`config.mk`:
```
export PLATFORM = sky130hd
export DESIGN_NAME = fb_port_arbiter
export DESIGN_NICKNAME = d
export VERILOG_FILES = /design/src/rtl/fb_pkg.sv /design/src/rtl/fb_port_arbiter.sv
export SDC_FILE = /design/constraint.sdc
export NUM_CORES = 1
export LEC_CHECK = 0
export ABC_AREA = 1
export BUFFER_PORTS_ARGS = -buffer_cell sky130_fd_sc_hd__buf_2
export CAP_MARGIN = 20
export CORE_MARGIN = 2
export CORE_UTILIZATION = 48
export CTS_CLUSTER_DIAMETER = 120
export DETAILED_ROUTE_END_ITERATION = 8
export PLACE_DENSITY = 0.87
export SLEW_MARGIN = 15
export SYNTH_ARGS = -nofsm -noshare
export SYNTH_HDL_FRONTEND = slang
export SYNTH_SLANG_ARGS = --single-unit
```
`constraint.sdc`:
```
create_clock -name clk_25mhz -period 3.31 [get_ports clk_25mhz]
set_input_delay 0.4965 -clock clk_25mhz [delete_from_list [all_inputs] [get_ports clk_25mhz]]
set_output_delay 0.4965 -clock clk_25mhz [all_outputs]
set_load 0.02 [all_outputs]
```
`src/rtl/fb_pkg.sv`:
```
// rtl/fb_pkg.sv - shared framebuffer geometry and arbiter state encoding
package fb_pkg;

  localparam int FB_ADDR_W = 14;               // 128x128 words
  localparam int FB_DATA_W = 12;               // {B,G,R} 4 bits each
  localparam int FB_WORDS  = 1 << FB_ADDR_W;

  typedef enum logic {
    IDLE  = 1'b0,
    CLEAR = 1'b1
  } fb_state_e;

endpackage

```
`src/rtl/fb_port_arbiter.sv`:
```
// rtl/fb_port_arbiter.sv - three-port arbiter (video > clear > writer) for a single-port framebuffer BRAM
//
// Ports:
//   clk_25mhz, reset_n          : clock, asynchronous active-low reset (release synchronised)
//   vid_req/vid_addr            : video read request, never stalled, granted combinationally
//   vid_rdata/vid_rvalid        : read data one cycle after vid_req
//   wr_valid/wr_ready/wr_addr/wr_data : writer handshake, lowest priority
//   clr_start/clr_color         : start a full-buffer fill with clr_color
//   clr_busy/clr_done           : fill in progress / one-cycle completion pulse
//   mem_addr/mem_we/mem_wdata/mem_rdata : external BRAM, 1-cycle registered read
//   wr_stall_cnt                : saturating count of writer stall cycles
module fb_port_arbiter
  import fb_pkg::*;
#(
  parameter int ADDR_W = FB_ADDR_W,
  parameter int DATA_W = FB_DATA_W
) (
  input  logic              clk_25mhz,
  input  logic              reset_n,
  input  logic              vid_req,
  input  logic [ADDR_W-1:0] vid_addr,
  output logic [DATA_W-1:0] vid_rdata,
  output logic              vid_rvalid,
  input  logic              wr_valid,
  output logic              wr_ready,
  input  logic [ADDR_W-1:0] wr_addr,
  input  logic [DATA_W-1:0] wr_data,
  input  logic              clr_start,
  input  logic [DATA_W-1:0] clr_color,
  output logic              clr_busy,
  output logic              clr_done,
  output logic [ADDR_W-1:0] mem_addr,
  output logic              mem_we,
  output logic [DATA_W-1:0] mem_wdata,
  input  logic [DATA_W-1:0] mem_rdata,
  output logic [15:0]       wr_stall_cnt
);

  localparam logic [ADDR_W-1:0] LAST_ADDR = '1;

  fb_state_e         state;
  logic [ADDR_W-1:0] clr_ptr;
  logic [DATA_W-1:0] clr_col;
  logic [1:0]        rst_sync;
  logic              rst_int_n;
  logic              clr_grant;
  logic              wr_grant;

  // Assert immediately, release two edges after reset_n rises.
  always_ff @(posedge clk_25mhz or negedge reset_n) begin
    if (!reset_n) rst_sync <= 2'b00;
    else          rst_sync <= {rst_sync[0], 1'b1};
  end
  assign rst_int_n = rst_sync[1];

  assign clr_busy  = (state == CLEAR);
  // rst_int_n keeps the writer locked out until the FSM is out of reset.
  assign wr_ready  = rst_int_n && (state == IDLE) && !vid_req && !clr_start;
  assign clr_grant = (state == CLEAR) && !vid_req;
  assign wr_grant  = wr_ready && wr_valid;
  assign vid_rdata = mem_rdata;

  always_comb begin
    mem_addr  = '0;
    mem_we    = 1'b0;
    mem_wdata = '0;
    if (vid_req) begin
      mem_addr = vid_addr;
    end else if (clr_grant) begin
      mem_addr  = clr_ptr;
      mem_we    = 1'b1;
      mem_wdata = clr_col;
    end else if (wr_grant) begin
      mem_addr  = wr_addr;
      mem_we    = 1'b1;
      mem_wdata = wr_data;
    end
  end

  always_ff @(posedge clk_25mhz or negedge rst_int_n) begin
    if (!rst_int_n) begin
      state    <= IDLE;
      clr_ptr  <= '0;
      clr_col  <= '0;
      clr_done <= 1'b0;
    end else begin
      clr_done <= 1'b0;
      case (state)
        IDLE: begin
          if (clr_start) begin
            clr_col <= clr_color;
            clr_ptr <= '0;
            state   <= CLEAR;
          end
        end
        CLEAR: begin
          // A video cycle steals the port; the pointer simply waits.
          if (!vid_req) begin
            clr_ptr <= clr_ptr + ADDR_W'(1);
            if (clr_ptr == LAST_ADDR) begin
              state    <= IDLE;
              clr_done <= 1'b1;
            end
          end
        end
        default: state <= IDLE;
      endcase
    end
  end

  always_ff @(posedge clk_25mhz or negedge rst_int_n) begin
    if (!rst_int_n) begin
      vid_rvalid   <= 1'b0;
      wr_stall_cnt <= 16'h0000;
    end else begin
      vid_rvalid <= vid_req;
      if (wr_valid && !wr_ready && wr_stall_cnt != 16'hFFFF)
        wr_stall_cnt <= wr_stall_cnt + 16'd1;
    end
  end

endmodule

```
Word level (Yosys, flattened, before mapping)
Index checks and enable logic that the tools add are counted.

word-level totals
  logic and storage cells = 45
  output and inout bits = 59
  input port bits = 69
  register bits = 47

cells by class
  eq/ne operators = 4
  muxes and demuxes = 19
  bitwise gates (word level) = 1
  reductions and logical operators = 12
  add/subtract/negate cells = 2

operators with widths
  cell                                                              count
  14-bit 2-to-1 mux                                                 5
  12-bit 2-to-1 mux                                                 3
  14-bit case mux with 2 select lines                               1
  16-bit by 1-bit adder with 16-bit output (second input constant)  1
  16-bit != test (second input constant)                            1
  14-bit by 1-bit adder with 14-bit output (second input constant)  1
  14-bit equality test (second input constant)                      1
  1-bit 2-to-1 mux                                                  9
  1-bit logical AND                                                 7
  2-bit != test (second input constant)                             2
  2-bit AND reduction                                               2
  1-bit zero test                                                   3
  1-bit case mux with 2 select lines                                1
  1-bit inverter                                                    1

Logic depth before layout (Yosys ltp)
  depth in word-level cells = 8
  mapped depth = 9
  depth with buffers taken out = 8

Worst setup path before layout
OpenSTA, ideal clock, no wires.

  kind = reg-to-output
  start = register rst_sync[1]
  end = output port mem_addr[0]
  path slack = 524 ps
  stages on the path, launching flop included = 8
  required time = 2,813 ps
  path buffers = 1
  data arrival time = 2,289 ps
  cell sequence = dfrtp_1 inv_1 nor2_1 nand2_1 nor2_4 buf_2 nand2_1 o211ai_1

on the way
  cells in the longest elaborated chain, start to end = 7

RTL lines
  item                            line                   source
  start: declaration              fb_port_arbiter.sv:44  logic [1:0] rst_sync;
  start signal: assignment        fb_port_arbiter.sv:52  else rst_sync <= {rst_sync[0], 1'b1};
  1-bit logical AND (3 in a row)  fb_port_arbiter.sv:58  assign wr_ready = rst_int_n && (state == IDLE) && !vid_req && !clr_start;
  1-bit logical AND               fb_port_arbiter.sv:60  assign wr_grant = wr_ready && wr_valid;
  14-bit 2-to-1 mux               fb_port_arbiter.sv:73  end else if (wr_grant) begin
  14-bit 2-to-1 mux               fb_port_arbiter.sv:69  end else if (clr_grant) begin
  14-bit 2-to-1 mux               fb_port_arbiter.sv:67  if (vid_req) begin
  end: declaration                fb_port_arbiter.sv:32  output logic [ADDR_W-1:0] mem_addr,

Every way passes these cells.

Final worst setup path
  start = register state, in the netlist clr_busy
  end = output port mem_wdata[5]

on the way
  cells in the longest elaborated chain, start to end = 8
  elaborated cells between the ends (all ways) = 9
  those cells by class = mux (3); bitwise (1); reduce/logical (5)

RTL lines
  item                             line                    source
  start: declaration               fb_port_arbiter.sv:41   fb_state_e state;
  start signal: assignment         fb_port_arbiter.sv:82   state <= IDLE;
  start signal: assignment         fb_port_arbiter.sv:93   state <= CLEAR;
  start signal: assignment         fb_port_arbiter.sv:101  state <= IDLE;
  1-bit inverter (no source line)  --
  1-bit logical AND (3 in a row)   fb_port_arbiter.sv:58
  1-bit logical AND                fb_port_arbiter.sv:60
  12-bit 2-to-1 mux                fb_port_arbiter.sv:73
  12-bit 2-to-1 mux (*)            fb_port_arbiter.sv:69
  12-bit 2-to-1 mux (*)            fb_port_arbiter.sv:67
  end: declaration                 fb_port_arbiter.sv:34   output logic [DATA_W-1:0] mem_wdata,

Every way passes the cells marked *; elsewhere a longest branch is shown, timed or not.

==> flow_metrics.env <==
export IMPL_status="complete, no violations"
export IMPL_cts_sinks=47
export IMPL_final_nets=562
export IMPL_min_path_type="reg -> reg"
export IMPL_place_hpwl_mm=5.55
export IMPL_nFillCells=537
export IMPL_synth_cells=402
export IMPL_post_synth_top_count_cell="nand2_1"
export IMPL_die_h_um=81.4
export IMPL_critPathCaptureType="output pin"
export IMPL_layout_drive_gt1_share=0.256
export IMPL_power_density_mw_per_mm2=469
export IMPL_stdcell_area_mm2=0.00347
export IMPL_finalCritPeriodShare=0.820
export IMPL_numCtsBuffers=5
export IMPL_slew_viol_final=0
export IMPL_synthFlopType="dfrtp_1"
export IMPL_ant_nets=0
export IMPL_wl_per_cell_um=13.1
export IMPL_viasPerCell=5.08
export IMPL_worst_slew_pin_slew_ps=887
export IMPL_fin_skew_ps=8.75
export IMPL_arrival_ps=2220
export IMPL_synth_distinct_cells=33
export IMPL_firstDrtPassIters=4
export IMPL_dieArea_mm2=0.00663
export IMPL_cts_tree="built"
export IMPL_post_cts_resized=0
export IMPL_initial_utilization=0.492
export IMPL_crit_type="reg -> out"
export IMPL_relSlewSlack=0.408
export IMPL_dr_total_vias=2879
export IMPL_coreArea_mm2=0.00585
export IMPL_p_leak_uw=0.00180
export IMPL_synthTopCellsByArea="dfrtp_1 41%, nand2_1 21%, inv_1 5.0%"
export IMPL_syn_to_final_growth_pct=20.7
export IMPL_regArea_mm2=0.00118
export IMPL_grt_pass1_vias=2771
export IMPL_fmax_mhz=369
export IMPL_comb_power_share=0.271
export IMPL_grt_setup_unrepaired="no"
export IMPL_io_pins=128
export IMPL_numPortBuffers=103
export IMPL_htreeDepth=2
export IMPL_worst_endpoint_required_ps=2810
export IMPL_drc=0
export IMPL_cts_root_buf="clkbuf_8"
export IMPL_syn_cell_area_mm2=0.00288
export IMPL_worst_skew_pair_late_latency_ps=310
export IMPL_ir_worst_vdd_v=0.000399
export IMPL_syn_area_per_cell_um2=7.16
export IMPL_drt_total_wl_mm=7.44
export IMPL_hold_viol_final=0
export IMPL_multiInputGateArea_mm2=0.00139
export IMPL_critPathLaunchType="register"
export IMPL_grt_pass1_wl_mm=11.6
export IMPL_max_cap_viol_count=0
export IMPL_yosysSeqAreaShare=0.409
export IMPL_ys_warn_count=0
export IMPL_fin_crit_ps=2710
export IMPL_synth_top_area_cell="dfrtp_1"
export IMPL_num_antenna_cells=0
export IMPL_drt_iter0_markers=99
export IMPL_synthTopCellsByCount="162 x nand2_1, 47 x dfrtp_1, 38 x inv_1"
export IMPL_grt_overflow=0
export IMPL_synth_top_area_share=0.409
export IMPL_antenna_found_initial=0
export IMPL_grtUsageTotal=0.228
export IMPL_num_rows=28
export IMPL_clock_path_buffers=2
export IMPL_p_sw_uw=575
export IMPL_async_flop_share=1.00
export IMPL_seqPwrFrac=0.458
export IMPL_path_max_fanout=29
export IMPL_power_clock_fraction=0.270
export IMPL_fin_setup_tns_ps=0
export IMPL_clk_pin_slew_ps=90
export IMPL_switching_share=0.353
export IMPL_internal_power_uw=1050
export IMPL_synth_edf_count=0
export IMPL_grt_max_degree=46
export IMPL_ys_ff_latch=47
export IMPL_dieWidth_um=81.4
export IMPL_place_congestion=0.900
export IMPL_synthesis_nets=473
export IMPL_setup_viol=0
export IMPL_dpl_cell_area_mm2=0.00335
-- logic make-up after synthesis --
family / after synthesis / share of synthesized area
other: 1 / 0.00130
AOI/OAI and AO/OA: 48 / 0.118
adders and majority gates: 2 / 0.00869
and+or+nand+nor: 233 / 0.335
DFF: 47 / 0.409
xor gates and xnor gates: 7 / 0.0213
buffers and inverters: 64 / 0.107
-- cells in the final DEF (no fill, tap or decap), types with 2 or more instances in the layout --
cell type	count
nand2_1	162
buf_2	103
dfrtp_1	46
inv_1	38
nor2_1	29
nand3_1	22
o21ai_0	15
o211ai_1	12
a22o_1	12
nand4_1	8
xnor2_1	7
clkbuf_8	5
nand2_2	4
a21oi_1	3
nor2_2	2
nor3_1	2
o22ai_1	2
ha_1	2
buf_4	2
-- cell type report --
class / instances / area share
multi-input combinational: 291 / 0.401
sequential: 47 / 0.339
timing repair buffer: 106 / 0.156
inverter: 40 / 0.0440
tap: 75 / 0.0270
clock buffer: 5 / 0.0198
clock inverter: 3 / 0.0133
-- worst max-delay path, cell delays in order, from the launching register on --
cell     delay, ps
dfrtp_1        460
nand2_2        260
inv_1          740
a22o_1         270
buf_2          160
-- through the flow --
stage	std cells	power, µW	worst slack (ps)	hold WS [ps]	utilization
after detailed placement	558	1200	603	283	0.572
after CTS	567	1640	568	354	0.593
after global placement	558	1180	725	281	0.572
after floorplan	402	1060	524	201	-
after global routing	567	1720	455	349	0.593
final	567	1630	597	350	0.593
-- per-layer routing --
layer	track usage	wire [µm]	share of wire
met2	0.448	4030	0.54
met1	0.238	2920	0.39
met5	0	0	0
met4	0.0712	91	0.012
met3	0.0484	401	0.054
-- path summary, 6_finish.rpt --
kind | start | slack (ps) | to | cells past startpoint
worst max register to register | clr_busy | 1130 | clr_busy | 5
min in group asynchronous | rst_sync[1] | 400 | clr_done | 1
worst min-delay path | rst_sync[0] | 350 | rst_sync[1] | 0
worst min register to register | rst_sync[0] | 350 | rst_sync[1] | 0
worst max-delay path | clr_busy | 600 | mem_wdata[5] | 4
max in group asynchronous | rst_sync[1] | 2530 | wr_stall_cnt[9] | 1
-- sequential cells by signal, indices dropped and copies added, names as in the netlist --
name / cells
clr_ptr: 14
vid_rvalid: 1
wr_stall_cnt: 16
clr_done: 1
rst_sync: 2
clr_busy: 1
clr_col: 12
-- what timing repair did --
item	CTS	global route
hold buffers	1	0
endpoints found under the setup margin	0	0
setup buffers	0	0
hold endpoints to repair	2	0
-- power by group through the flow --
stage               clock network, µW  registers, µW  logic [µW]
global placement                    0            752         427
detailed placement                  0            756         444
floorplan                           0            777         285
global route                      471            757         490
finish                            440            746         442
CTS                               449            745         448
(Power assumes the default switching activity.)
